==> config.mk <==
export PLATFORM = sky130hd
export DESIGN_NAME = band_filt_seq
export DESIGN_NICKNAME = d
export VERILOG_FILES = /design/src/rtl/band_filt_seq.sv
export SDC_FILE = /design/constraint.sdc
export NUM_CORES = 1
export LEC_CHECK = 0
export CORE_UTILIZATION = 25
export CTS_BUF_LIST = sky130_fd_sc_hd__clkbuf_8
export DETAILED_ROUTE_END_ITERATION = 10
export GPL_ROUTABILITY_DRIVEN = 0
export PLACE_DENSITY = 0.53
export SETUP_SLACK_MARGIN = 0.2
export SLEW_MARGIN = 20
export SYNTH_ARGS = -nofsm -noshare
export SYNTH_HDL_FRONTEND = slang
export SYNTH_SLANG_ARGS = --single-unit
==> constraint.sdc <==
create_clock -name clk -period 9.5 [get_ports clk]
set_clock_uncertainty 0.2 [all_clocks]
set_input_delay 0.95 -clock clk [delete_from_list [all_inputs] [get_ports clk]]
set_output_delay 0.95 -clock clk [all_outputs]
set_load 0.01 [all_outputs]
==> src/rtl/band_filt_seq.sv <==
// rtl/band_filt_seq.sv - sequencing controller for the per-band FIR filter bank
//
// Tracks the circular sample queue pointers. Once the queue has been filled
// with TAPS samples, every new sample launches one filter pass: `sequencing`
// is held high for CAP_IDX+1 cycles while `rd_ptr` walks the queue from the
// oldest sample to the newest. The filter outputs are captured on the last
// cycle of the window, and one idle cycle follows each pass so the next
// pass presents a fresh rising edge of `sequencing` to the filters.
//
// Optional build macro: OVR_FLAG_EN
//   defined   - `ovr` is a sticky overrun flag, cleared only by reset
//   undefined - `ovr` is tied to 0 and no overrun detection is built
//
// Ports:
//   clk        system clock
//   rst_n      asynchronous active-low reset
//   smpl_vld   one-cycle strobe: a sample is written at `wr_ptr` this cycle
//   lft_filt   left filter output
//   rght_filt  right filter output
//   wr_ptr     queue write address
//   rd_ptr     queue read address presented to the filters
//   sequencing filter run enable (rising edge clears filter accumulators)
//   lft_out    captured left result
//   rght_out   captured right result
//   out_vld    one-cycle pulse when lft_out/rght_out update
//   ovr        sticky overrun flag (see OVR_FLAG_EN)
//
// CAP_IDX must not exceed TAPS: the read-pointer wrap uses one subtract.

module band_filt_seq #(
  parameter int TAPS    = 1021,
  parameter int PTR_W   = 10,
  parameter int CAP_IDX = 1021
) (
  input  logic             clk,
  input  logic             rst_n,
  input  logic             smpl_vld,
  input  logic [15:0]      lft_filt,
  input  logic [15:0]      rght_filt,
  output logic [PTR_W-1:0] wr_ptr,
  output logic [PTR_W-1:0] rd_ptr,
  output logic             sequencing,
  output logic [15:0]      lft_out,
  output logic [15:0]      rght_out,
  output logic             out_vld,
  output logic             ovr
);

  localparam int CNT_W  = $clog2(CAP_IDX + 1);
  localparam int FILL_W = $clog2(TAPS + 1);
  // One spare bit above the wider operand so base + seq_cnt + 1 never overflows.
  localparam int SUM_W  = ((CNT_W > PTR_W) ? CNT_W : PTR_W) + 1;

  typedef enum logic [1:0] {
    FILL = 2'd0,
    IDLE = 2'd1,
    SEQ  = 2'd2,
    GAP  = 2'd3
  } state_t;

  state_t            state;
  state_t            state_nxt;
  logic [FILL_W-1:0] fill_cnt;
  logic [CNT_W-1:0]  seq_cnt;
  logic [PTR_W-1:0]  base;
  logic [PTR_W-1:0]  wr_nxt;
  logic [PTR_W-1:0]  launch_base;
  logic [PTR_W-1:0]  rd_nxt;
  logic [SUM_W-1:0]  rd_sum;
  logic              pend;
  logic              launch;
  logic              capture;

  assign wr_nxt = (wr_ptr == PTR_W'(TAPS - 1)) ? '0 : wr_ptr + 1'b1;

  // The oldest sample in the queue once this cycle's write (if any) lands.
  assign launch_base = smpl_vld ? wr_nxt : wr_ptr;

  // Read address for the next window cycle: (base + seq_cnt + 1) mod TAPS.
  assign rd_sum = SUM_W'(base) + SUM_W'(seq_cnt) + SUM_W'(1);
  assign rd_nxt = (rd_sum >= SUM_W'(TAPS)) ? PTR_W'(rd_sum - SUM_W'(TAPS))
                                           : PTR_W'(rd_sum);

  always_ff @(posedge clk or negedge rst_n) begin
    if (!rst_n) begin
      state <= FILL;
    end else begin
      state <= state_nxt;
    end
  end

  always_comb begin
    state_nxt  = state;
    launch     = 1'b0;
    capture    = 1'b0;
    sequencing = 1'b0;
    case (state)
      FILL: begin
        if (smpl_vld && (fill_cnt == FILL_W'(TAPS - 1))) begin
          state_nxt = IDLE;
        end
      end
      IDLE: begin
        if (smpl_vld) begin
          state_nxt = SEQ;
          launch    = 1'b1;
        end
      end
      SEQ: begin
        sequencing = 1'b1;
        if (seq_cnt == CNT_W'(CAP_IDX)) begin
          state_nxt = GAP;
          capture   = 1'b1;
        end
      end
      GAP: begin
        // A strobe landing in the gap cycle relaunches immediately, exactly
        // as a previously pending strobe does.
        if (pend || smpl_vld) begin
          state_nxt = SEQ;
          launch    = 1'b1;
        end else begin
          state_nxt = IDLE;
        end
      end
      default: state_nxt = FILL;
    endcase
  end

  always_ff @(posedge clk or negedge rst_n) begin
    if (!rst_n) begin
      wr_ptr   <= '0;
      rd_ptr   <= '0;
      base     <= '0;
      seq_cnt  <= '0;
      fill_cnt <= '0;
      pend     <= 1'b0;
      lft_out  <= '0;
      rght_out <= '0;
      out_vld  <= 1'b0;
    end else begin
      if (smpl_vld) begin
        wr_ptr <= wr_nxt;
      end

      if ((state == FILL) && smpl_vld) begin
        fill_cnt <= fill_cnt + 1'b1;
      end

      if (launch) begin
        base    <= launch_base;
        rd_ptr  <= launch_base;
        seq_cnt <= '0;
      end else if ((state == SEQ) && !capture) begin
        seq_cnt <= seq_cnt + 1'b1;
        rd_ptr  <= rd_nxt;
      end

      if (capture) begin
        lft_out  <= lft_filt;
        rght_out <= rght_filt;
      end
      out_vld <= capture;

      // At most one pass is ever queued; launching consumes it.
      if (launch) begin
        pend <= 1'b0;
      end else if (smpl_vld && (state == SEQ)) begin
        pend <= 1'b1;
      end
    end
  end

`ifdef OVR_FLAG_EN
  always_ff @(posedge clk or negedge rst_n) begin
    if (!rst_n) begin
      ovr <= 1'b0;
    end else if (smpl_vld && pend) begin
      ovr <= 1'b1;
    end
  end
`else
  assign ovr = 1'b0;
`endif

endmodule

# After elaboration in Yosys (flattened, before gate mapping)
# Cells that the tools add are included.
dict set report op_classes {
  n_lt_le_gt_ge 1
  muxes 20
  n_eq_ne 9
  n_addsub 6
  reduce_logical 10
}
# operator n
set ops {}
lappend ops {{10-bit 2-to-1 mux} 7}
lappend ops {{10-bit by 1-bit adder with 10-bit output, second input constant} 3}
lappend ops {{10-bit == test, second input constant} 3}
lappend ops {{10-bit by 10-bit adder with 11-bit output} 1}
lappend ops {{11-bit by 1-bit adder with 11-bit output, second input constant} 1}
lappend ops {{11-bit by 10-bit >= comparator with 1-bit output, second input constant} 1}
lappend ops {{10-bit subtractor, second input constant} 1}
lappend ops {{2-bit 2-to-1 mux} 4}
lappend ops {{2-bit case mux with 4 select lines} 1}
lappend ops {{1-bit 2-to-1 mux} 7}
lappend ops {{2-bit != test, second input constant} 3}
lappend ops {{2-bit == test, second input constant} 2}
lappend ops {{1-bit logical AND} 4}
lappend ops {{2-bit nonzero test} 2}
lappend ops {{3-bit AND reduction} 1}
lappend ops {{2-bit by 1-bit == test with 1-bit output, second input constant} 1}
lappend ops {{2-bit zero test} 1}
lappend ops {{1-bit case mux with 2 select lines} 1}
lappend ops {{1-bit zero test} 1}
lappend ops {{1-bit logical OR} 1}
dict set report totals {
  output_inout_bits 55
  reg_bits 86
  elab_cells 56
  input_bits 35
}

# Depth between registers and ports, before layout
# Gate-level depths: netlist of run 1.
dict set report depth {
  ltp_word 7
  mapped_depth 12
  ltp_nobuf 12
}

# Worst setup path before layout of run 1
# Ideal clock, no wire load.
dict set report synth_path {
  path_type {flip-flop to flip-flop}
  from {register seq_cnt[0]}
  to {register rd_ptr[7]}
  path_stages_with_launch 12
  required_ps 9231
  n_path_buf 0
  setup_ps 69
  path_slack_ps 6444
  period_less_slack_ps 3056
  t_arrival_ps 2787
  cell_sequence {dfrtp_1 -> inv_1 -> ha_1 -> inv_1 -> fa_1 -> a211oi_2 -> nor2_1 -> nor3_1 -> a211o_1 -> nand4b_1 -> or4b_2 -> nand3_1}
}
dict set report synth_between {
  elab_chain_cells 6
  word_cells_on_any_way 13
  cone_classes {add/sub: 3; order compare: 1; eq/ne: 1; mux: 5; reduce/logical: 3}
}
# item line
set synth_lines {}
lappend synth_lines {{start, declared} 64} ;# logic [CNT_W-1:0] seq_cnt;
lappend synth_lines {{start signal, assigned} 155} ;# seq_cnt <= seq_cnt + 1'b1;
lappend synth_lines {{10-bit by 10-bit adder with 11-bit output or 10-bit == test (tied branches)} {80, 111}}
lappend synth_lines {{11-bit by 1-bit adder with 11-bit output or 1-bit 2-to-1 mux (tied branches)} {80, 111}}
lappend synth_lines {{10-bit subtractor (tied with other cells)} 81} ;# assign rd_nxt = (rd_sum >= SUM_W'(TAPS)) ? PTR_W'(rd_sum - SUM_W'(TAPS))
lappend synth_lines {{10-bit 2-to-1 mux or 1-bit zero test (tied branches)} {81, 154}}
lappend synth_lines {{10-bit 2-to-1 mux or 1-bit logical AND (tied branches)} 154} ;# end else if ((state == SEQ) && !capture) begin
lappend synth_lines {{10-bit 2-to-1 mux or 2-bit nonzero test (tied branches)} n/a}
lappend synth_lines {{end signal, assigned} 152} ;# rd_ptr <= launch_base;
lappend synth_lines {{end signal, assigned} 156} ;# rd_ptr <= rd_nxt;
lappend synth_lines {{end, declared} 41} ;# output logic [PTR_W-1:0] rd_ptr,
# Parallel ways exist; a longest one is shown, timed or not. The select of a mux whose other input is x is not followed.
# A chain may end at the register's enable or synchronous reset.

# Worst setup path after layout of run 1
# Same ends and word-level chain as after synthesis.

==> results of run 1 <==
## layer usage
layer / part of all wire / track usage / wire length [microns]
met1: 0.46 / 0.1532 / 4881
met2: 0.45 / 0.1909 / 4784
met3: 0.061 / 0.02834 / 642
met4: 0.026 / 0.05185 / 271
met5: 0 / 0 / 0
## per-stage QoR
| stage | std cells | hold WS, ps |
|---|---|---|
| final | 738 | 277.5 |
| after global routing | 738 | 294.3 |
| after CTS | 738 | 281.7 |
| after detailed placement | 722 | 266.5 |
| after global placement | 722 | 260.4 |
| after floorplan | 424 | 241.3 |
## worst min-delay path by stage
| stage | start | to | slack, ps | depth (start not counted) |
|---|---|---|---|---|
| after floorplan | fill_cnt[9] | fill_cnt[9] | 240 | 1 |
| after global placement | fill_cnt[7] | fill_cnt[7] | 260 | 1 |
| after detailed placement | fill_cnt[9] | fill_cnt[9] | 270 | 1 |
| after CTS | fill_cnt[9] | fill_cnt[9] | 280 | 1 |
| after global routing | fill_cnt[7] | fill_cnt[7] | 290 | 1 |
| final | fill_cnt[9] | fill_cnt[9] | 280 | 1 |
## layout make-up
cell class	instances	area share
multi-input cells	307	0.3834
flip-flops and latches	86	0.3697
repair buffers	90	0.1541
well taps	225	0.04836
clock buffers	10	0.02364
clock inverters	6	0.01182
inverters	14	0.009026
## state kept, by name (all words and copies together) (netlist names)
name      cells
pend          1
out_vld       1
fill_cnt     10
rd_ptr       10
base         10
seq_cnt      10
state         2
wr_ptr       10
lft_out      16
rght_out     16
## power by group
group / switching, mW / total, mW / internal [mW]
combinational: 0.0591 / 0.123 / 0.0635
sequential: 0.0346 / 0.428 / 0.393
clock: 0.137 / 0.268 / 0.131
## placed cells by master, fill, tap and decap left out, types with 3 or more instances in the layout
cell type,count
clkdlybuf4s50_1,87
dfrtp_1,86
nand2_1,37
mux2_2,32
nor2_1,28
xnor2_1,18
ha_1,18
o21ai_0,16
a21oi_1,15
inv_1,14
xor2_1,13
nor3_1,13
nand4_1,12
nand3_1,10
a21o_1,10
clkbuf_8,10
and3_1,8
a31oi_1,8
o21ai_1,6
nand2b_1,5
or3_1,4
nor3b_1,4
nor2b_1,3
nor4_1,3
## critical path: cells and delay by family, from the launching register on
kind            cells  cell delay (ps)
simple gates        5             1330
fa+ha+maj           2              660
compound gates      2              590
buf+inv             2              160
flops               1              460
## logic make-up after synthesis
| group | after synthesis | share of synthesized area |
|---|---|---|
| flip-flops | 86 | 0.4774 |
| multiplexers | 33 | 0.08326 |
| AO/OA/AOI/OAI | 77 | 0.1124 |
| other | 1 | 0.0008318 |
| XOR/XNOR | 33 | 0.06745 |
| buffers and inverters | 31 | 0.02886 |
| adder cells (fa/ha/maj) | 19 | 0.05440 |
| AND/OR/NAND/NOR | 144 | 0.1754 |
==> metrics.yaml, run 1 <==
status: "completed"
finalCritPeriodShare: 0.3637
syn_nets: 478
slew_viol_final: 0
slowest_stage: "or4b_2"
postCtsSetupRepairBufs: 0
rr_worst_depth: 11
yosys.area.top_type: "dfrtp_1"
antenna_found_initial: 0
crit_top_cell: "inv_1"
slew_headroom: 0.4701
tightest_slew_ps: 794.3
clk_path_buf_depth: 2
drt-total-wl_microns: 10580
final_area_sq_mm: 0.005822
setup_violations: 0
start_util: 0.2579
die_w_microns: 136.3
tritoncts: "done"
start_kind: "register"
fp.coreArea_sq_mm: 0.01748
powerDensity_mw_per_mm2: 140.5
pin_count: 90
synth.most_common_cell: "dfrtp_1"
rrSetupSlack_ps: 6040
hold_viol: 0
synth_edf_count: 0
cts_hold_buf: 0
r2r-start: "seq_cnt[0]"
register_area_sq_mm: 0.002152
max_freq_mhz: 289.4
startpoint: "seq_cnt[0]"
min_path_type: "register to register"
cp-end-kind: "register"
placed_cell_area_sq_mm: 0.005612
gr-total-overflow: 0
synthArstFlopShare: 1.000
grt_pass1_vias: 3352
hpwl_microns: 7810
clk_pin_slew_worst_paths_ps: 90
cts_buffers: 9
htreeDepth: 3
place_ws_ps: 5806
num_rows: 48
critPathMaxFanout: 7
period_needed_ps: 3456
postSynthAreaPerCell_sq_um: 10.63
fin_tns_setup_ps: 0
firstDrtPassIters: 4
die_y_microns: 136.3
synth_top_area_frac: 0.4774
grt_pass1_wl_microns: 17150
ir_drop_v: 0.00006035
r2r_end: "rd_ptr[7]"
p_leak_nw: 2.580
grt_max_degree: 87
cts.sinks: 86
synth_cells: 424
utilization: 0.3331
critPathCapture: "rd_ptr[7]"
die-area_sq_mm: 0.01857
rsz0062_at_grt: "no"
power_mw: 0.8181
ant_nets: 0
vias: 3464
layout-drive-gt1-share: 0.1267
antennaDiodeCount: 0
synth.area.top_cells: "dfrtp_1, mux2_2, ha_1, xnor2_1, nand2_1"
seq_area_frac_synth: 0.4774
initialDrtViolationCount: 146
io_buffers: 88
cts-resized-gates: 0
ys.flop_type: "dfrtp_1"
synth_area_sq_mm: 0.004508
setup_ws_ps: 6044
wl_per_cell_microns: 14.34
clockRootBuffer: "clkbuf_8"
cpPeakStageDelay_ps: 650
cap_violations: 0
path_cells: "inv_1, ha_1, inv_1, fa_1, a211oi_2, nor2_1, nor3_1, a211o_1, nand4b_1, or4b_2, nand3_1"
required_ps: 9600
area_growth_pct: 29.14
ys_ff_latch: 86
synth_common_cells: "dfrtp_1, nand2_1, mux2_2"
drc_errors: 0
setup.worst_path.class: "register to register"
yosysUniqueCellTypes: 61
fin_nets: 562
grtUsageTotal: 0.1196
crit_arrival_ps: 3560
via_per_inst: 4.694
ys_warn_count: 0
fill_cells: 1747
clk_latency_ps: 370
multi_input_area_sq_mm: 0.002232
No activity file was read; power rests on OpenSTA's default activity.
==> run 2: changes to the inputs <==
PLACE_DENSITY = 0.54   (was 0.53)
clock period = 2.8 ns   (was 9.5 ns; I/O delays follow)
==> run 2 against run 1 <==
  * The run now ends with setup timing left
  * Worst hold slack worse by 21 ps
  * First-iteration DRC count up 41%
  * Non-clock buffer count rose by 57
  * Routed wire length is 11% higher
  * Clock-buffer cell count did not move
  * Die area is the same
  * Setup slack worse by 6300 ps
  * Cell count rose by 7.7%
  * Critical endpoint is now rd_ptr[3]
  * Largest cell class unchanged
==> metrics.yaml, run 2 (synthesis gave the netlist of run 1 again) <==
p_leak_nw: 2.858  # was 2.580 nW
cap_violations: 0  # unchanged
slew_viol_final: 0  # unchanged
ir_drop_v: 0.0002238  # was 0.00006035 V
cts.sinks: 86  # unchanged
start_util: 0.2579  # unchanged
r2r_end: "rd_ptr[3]"  # was rd_ptr[7]
place_inst: 774  # was 722
final_area_sq_mm: 0.006381  # was 0.005822 sq mm
r2r-start: "seq_cnt[0]"  # unchanged
status: "finished with violations"  # was completed
fp.coreArea_sq_mm: 0.01748  # unchanged
vias: 3650  # was 3,464
place_ws_ps: -201.8  # was 5806 ps
drc_errors: 0  # unchanged
placed_cell_area_sq_mm: 0.006050  # was 0.005612 sq mm
reg_top3: "lft_out: 16 flops, rght_out: 16 flops"  # unchanged
clk_path_buf_depth: 2  # unchanged
initialDrtViolationCount: 206  # was 146
die_y_microns: 136.3  # unchanged
via_per_inst: 4.591  # was 4.694
final_cell_mix: "clkdlybuf4s50_1, dfrtp_1, buf_4, nand2_1, mux2_2"  # was clkdlybuf4s50_1, dfrtp_1, nand2_1, mux2_2, nor2_1
period_needed_ps: 3013  # was 3456 ps
grtUsageTotal: 0.1325  # was 0.1196
pin_count: 90  # unchanged
hpwl_microns: 8946  # was 7810 microns
utilization: 0.3651  # was 0.3331
die_w_microns: 136.3  # unchanged
tritoncts: "done"  # unchanged
drt-total-wl_microns: 11780  # was 10,580 microns
crit_arrival_ps: 3120  # was 3560 ps
powerDensity_mw_per_mm2: 439.1  # was 140.5 mW/mm^2
ant_nets: 0  # unchanged
fin_nets: 619  # was 562
violations: "setup timing"
firstDrtPassIters: 5  # was 4
critPathMaxFanout: 4  # was 7
area_growth_pct: 41.55  # was 29.14%
rrSetupSlack_ps: -210  # was 6040 ps
htreeDepth: 3  # unchanged
grt_max_degree: 45  # was 87
antenna_found_initial: 0  # unchanged
start_kind: "register"  # unchanged
hold_slack_ps: 256.7  # was 277.5 ps
rsz0062_at_grt: "yes"  # was no
fill_cells: 1708  # was 1,747
startpoint: "seq_cnt[0]"  # unchanged
grt_pass1_vias: 3696  # was 3,352
setup_ws_ps: -213.2  # was 6044 ps
setup.worst_path.class: "register to register"  # unchanged
layout_commonest_cell: "clkdlybuf4s50_1"  # unchanged
fin_tns_setup_ps: -1121  # was 0 ps
cp-end-kind: "register"  # unchanged
hold_viol: 0  # unchanged
tightest_slew_ps: 680.6  # was 794.3 ps
slew_headroom: 0.5430  # was 0.4701
cts_buffers: 9  # unchanged
clk_pin_slew_worst_paths_ps: 100  # was 90 ps
io_buffers: 88  # unchanged
rr_worst_depth: 13  # was 11
power_mw: 2.802  # was 0.8181 mW
grt_pass1_wl_microns: 18890  # was 17,150 microns
num_rows: 48  # unchanged
finalCritPeriodShare: 1.076  # was 0.3637
finalNonFillerCells: 795  # was 738
clockRootBuffer: "clkbuf_8"  # unchanged
antennaDiodeCount: 0  # unchanged
gr-total-overflow: 0  # unchanged
clk_latency_ps: 370  # about the same
layout-drive-gt1-share: 0.2386  # was 0.1267
wl_per_cell_microns: 14.82  # was 14.34 microns
die-area_sq_mm: 0.01857  # unchanged
setup_violations: 10  # was 0
required_ps: 2910  # was 9600 ps
min_path_type: "input pin to asynchronous set/reset pin"  # was register to register
max_freq_mhz: 331.9  # was 289.4 MHz
run 2: power by group:
group          internal (mW)  leakage, nW  switching, mW
clock network          0.443        0.103          0.481
logic                  0.221         1.69          0.203
registers               1.33         1.06          0.120
run 2: area by class of cell:
class / instances / area, sq um / share of cell area
inverters: 14 / 52.55 / 0.008235
multi-input cells: 307 / 2328 / 0.3649
repair buffers: 147 / 1360 / 0.2131
clock buffers: 10 / 137.6 / 0.02157
clock inverters: 6 / 68.82 / 0.01078
flip-flops and latches: 86 / 2152 / 0.3373
well taps: 225 / 281.5 / 0.04412
run 2: layer usage:
metal / up-vias / track usage / wire, microns
met5: - / 0 / 0
met4: 0 / 0.04568 / 143
met3: 9 / 0.03579 / 642
met2: 88 / 0.2076 / 5355
met1: 1763 / 0.1748 / 5637
li1: 1790 / - / -
run 2: what timing repair did:
item	in CTS	in global routing
pin swaps	12	11
gates cloned	0	0
endpoints found under the hold margin	42	0
setup buffers	2	2
hold buffers	1	0
endpoints found under the setup margin	10	10
resized for setup	9	12
run 2: how the worst max path moves through the flow:
stage	to	slack, ps	cells past startpoint
final	rd_ptr[3]	-210	13
after global routing	rd_ptr[3]	-330	13
after CTS	rd_ptr[1]	-190	12
after detailed placement	rd_ptr[6]	-200	12
after global placement	rd_ptr[1]	-100	12
after floorplan	rd_ptr[1]	-160	12
run 2: worst max-delay path, stage by stage (launching register included):
cell and delay, ps:
dfrtp_1 400, inv_2 80, ha_4 140, inv_2 40, fa_2 400, a211oi_4 360, or4b_4 220, nand4_4 70
nor3b_4 170, nand4_4 130, buf_6 130, o21ai_4 50, or4_1 500, nand3_1 90
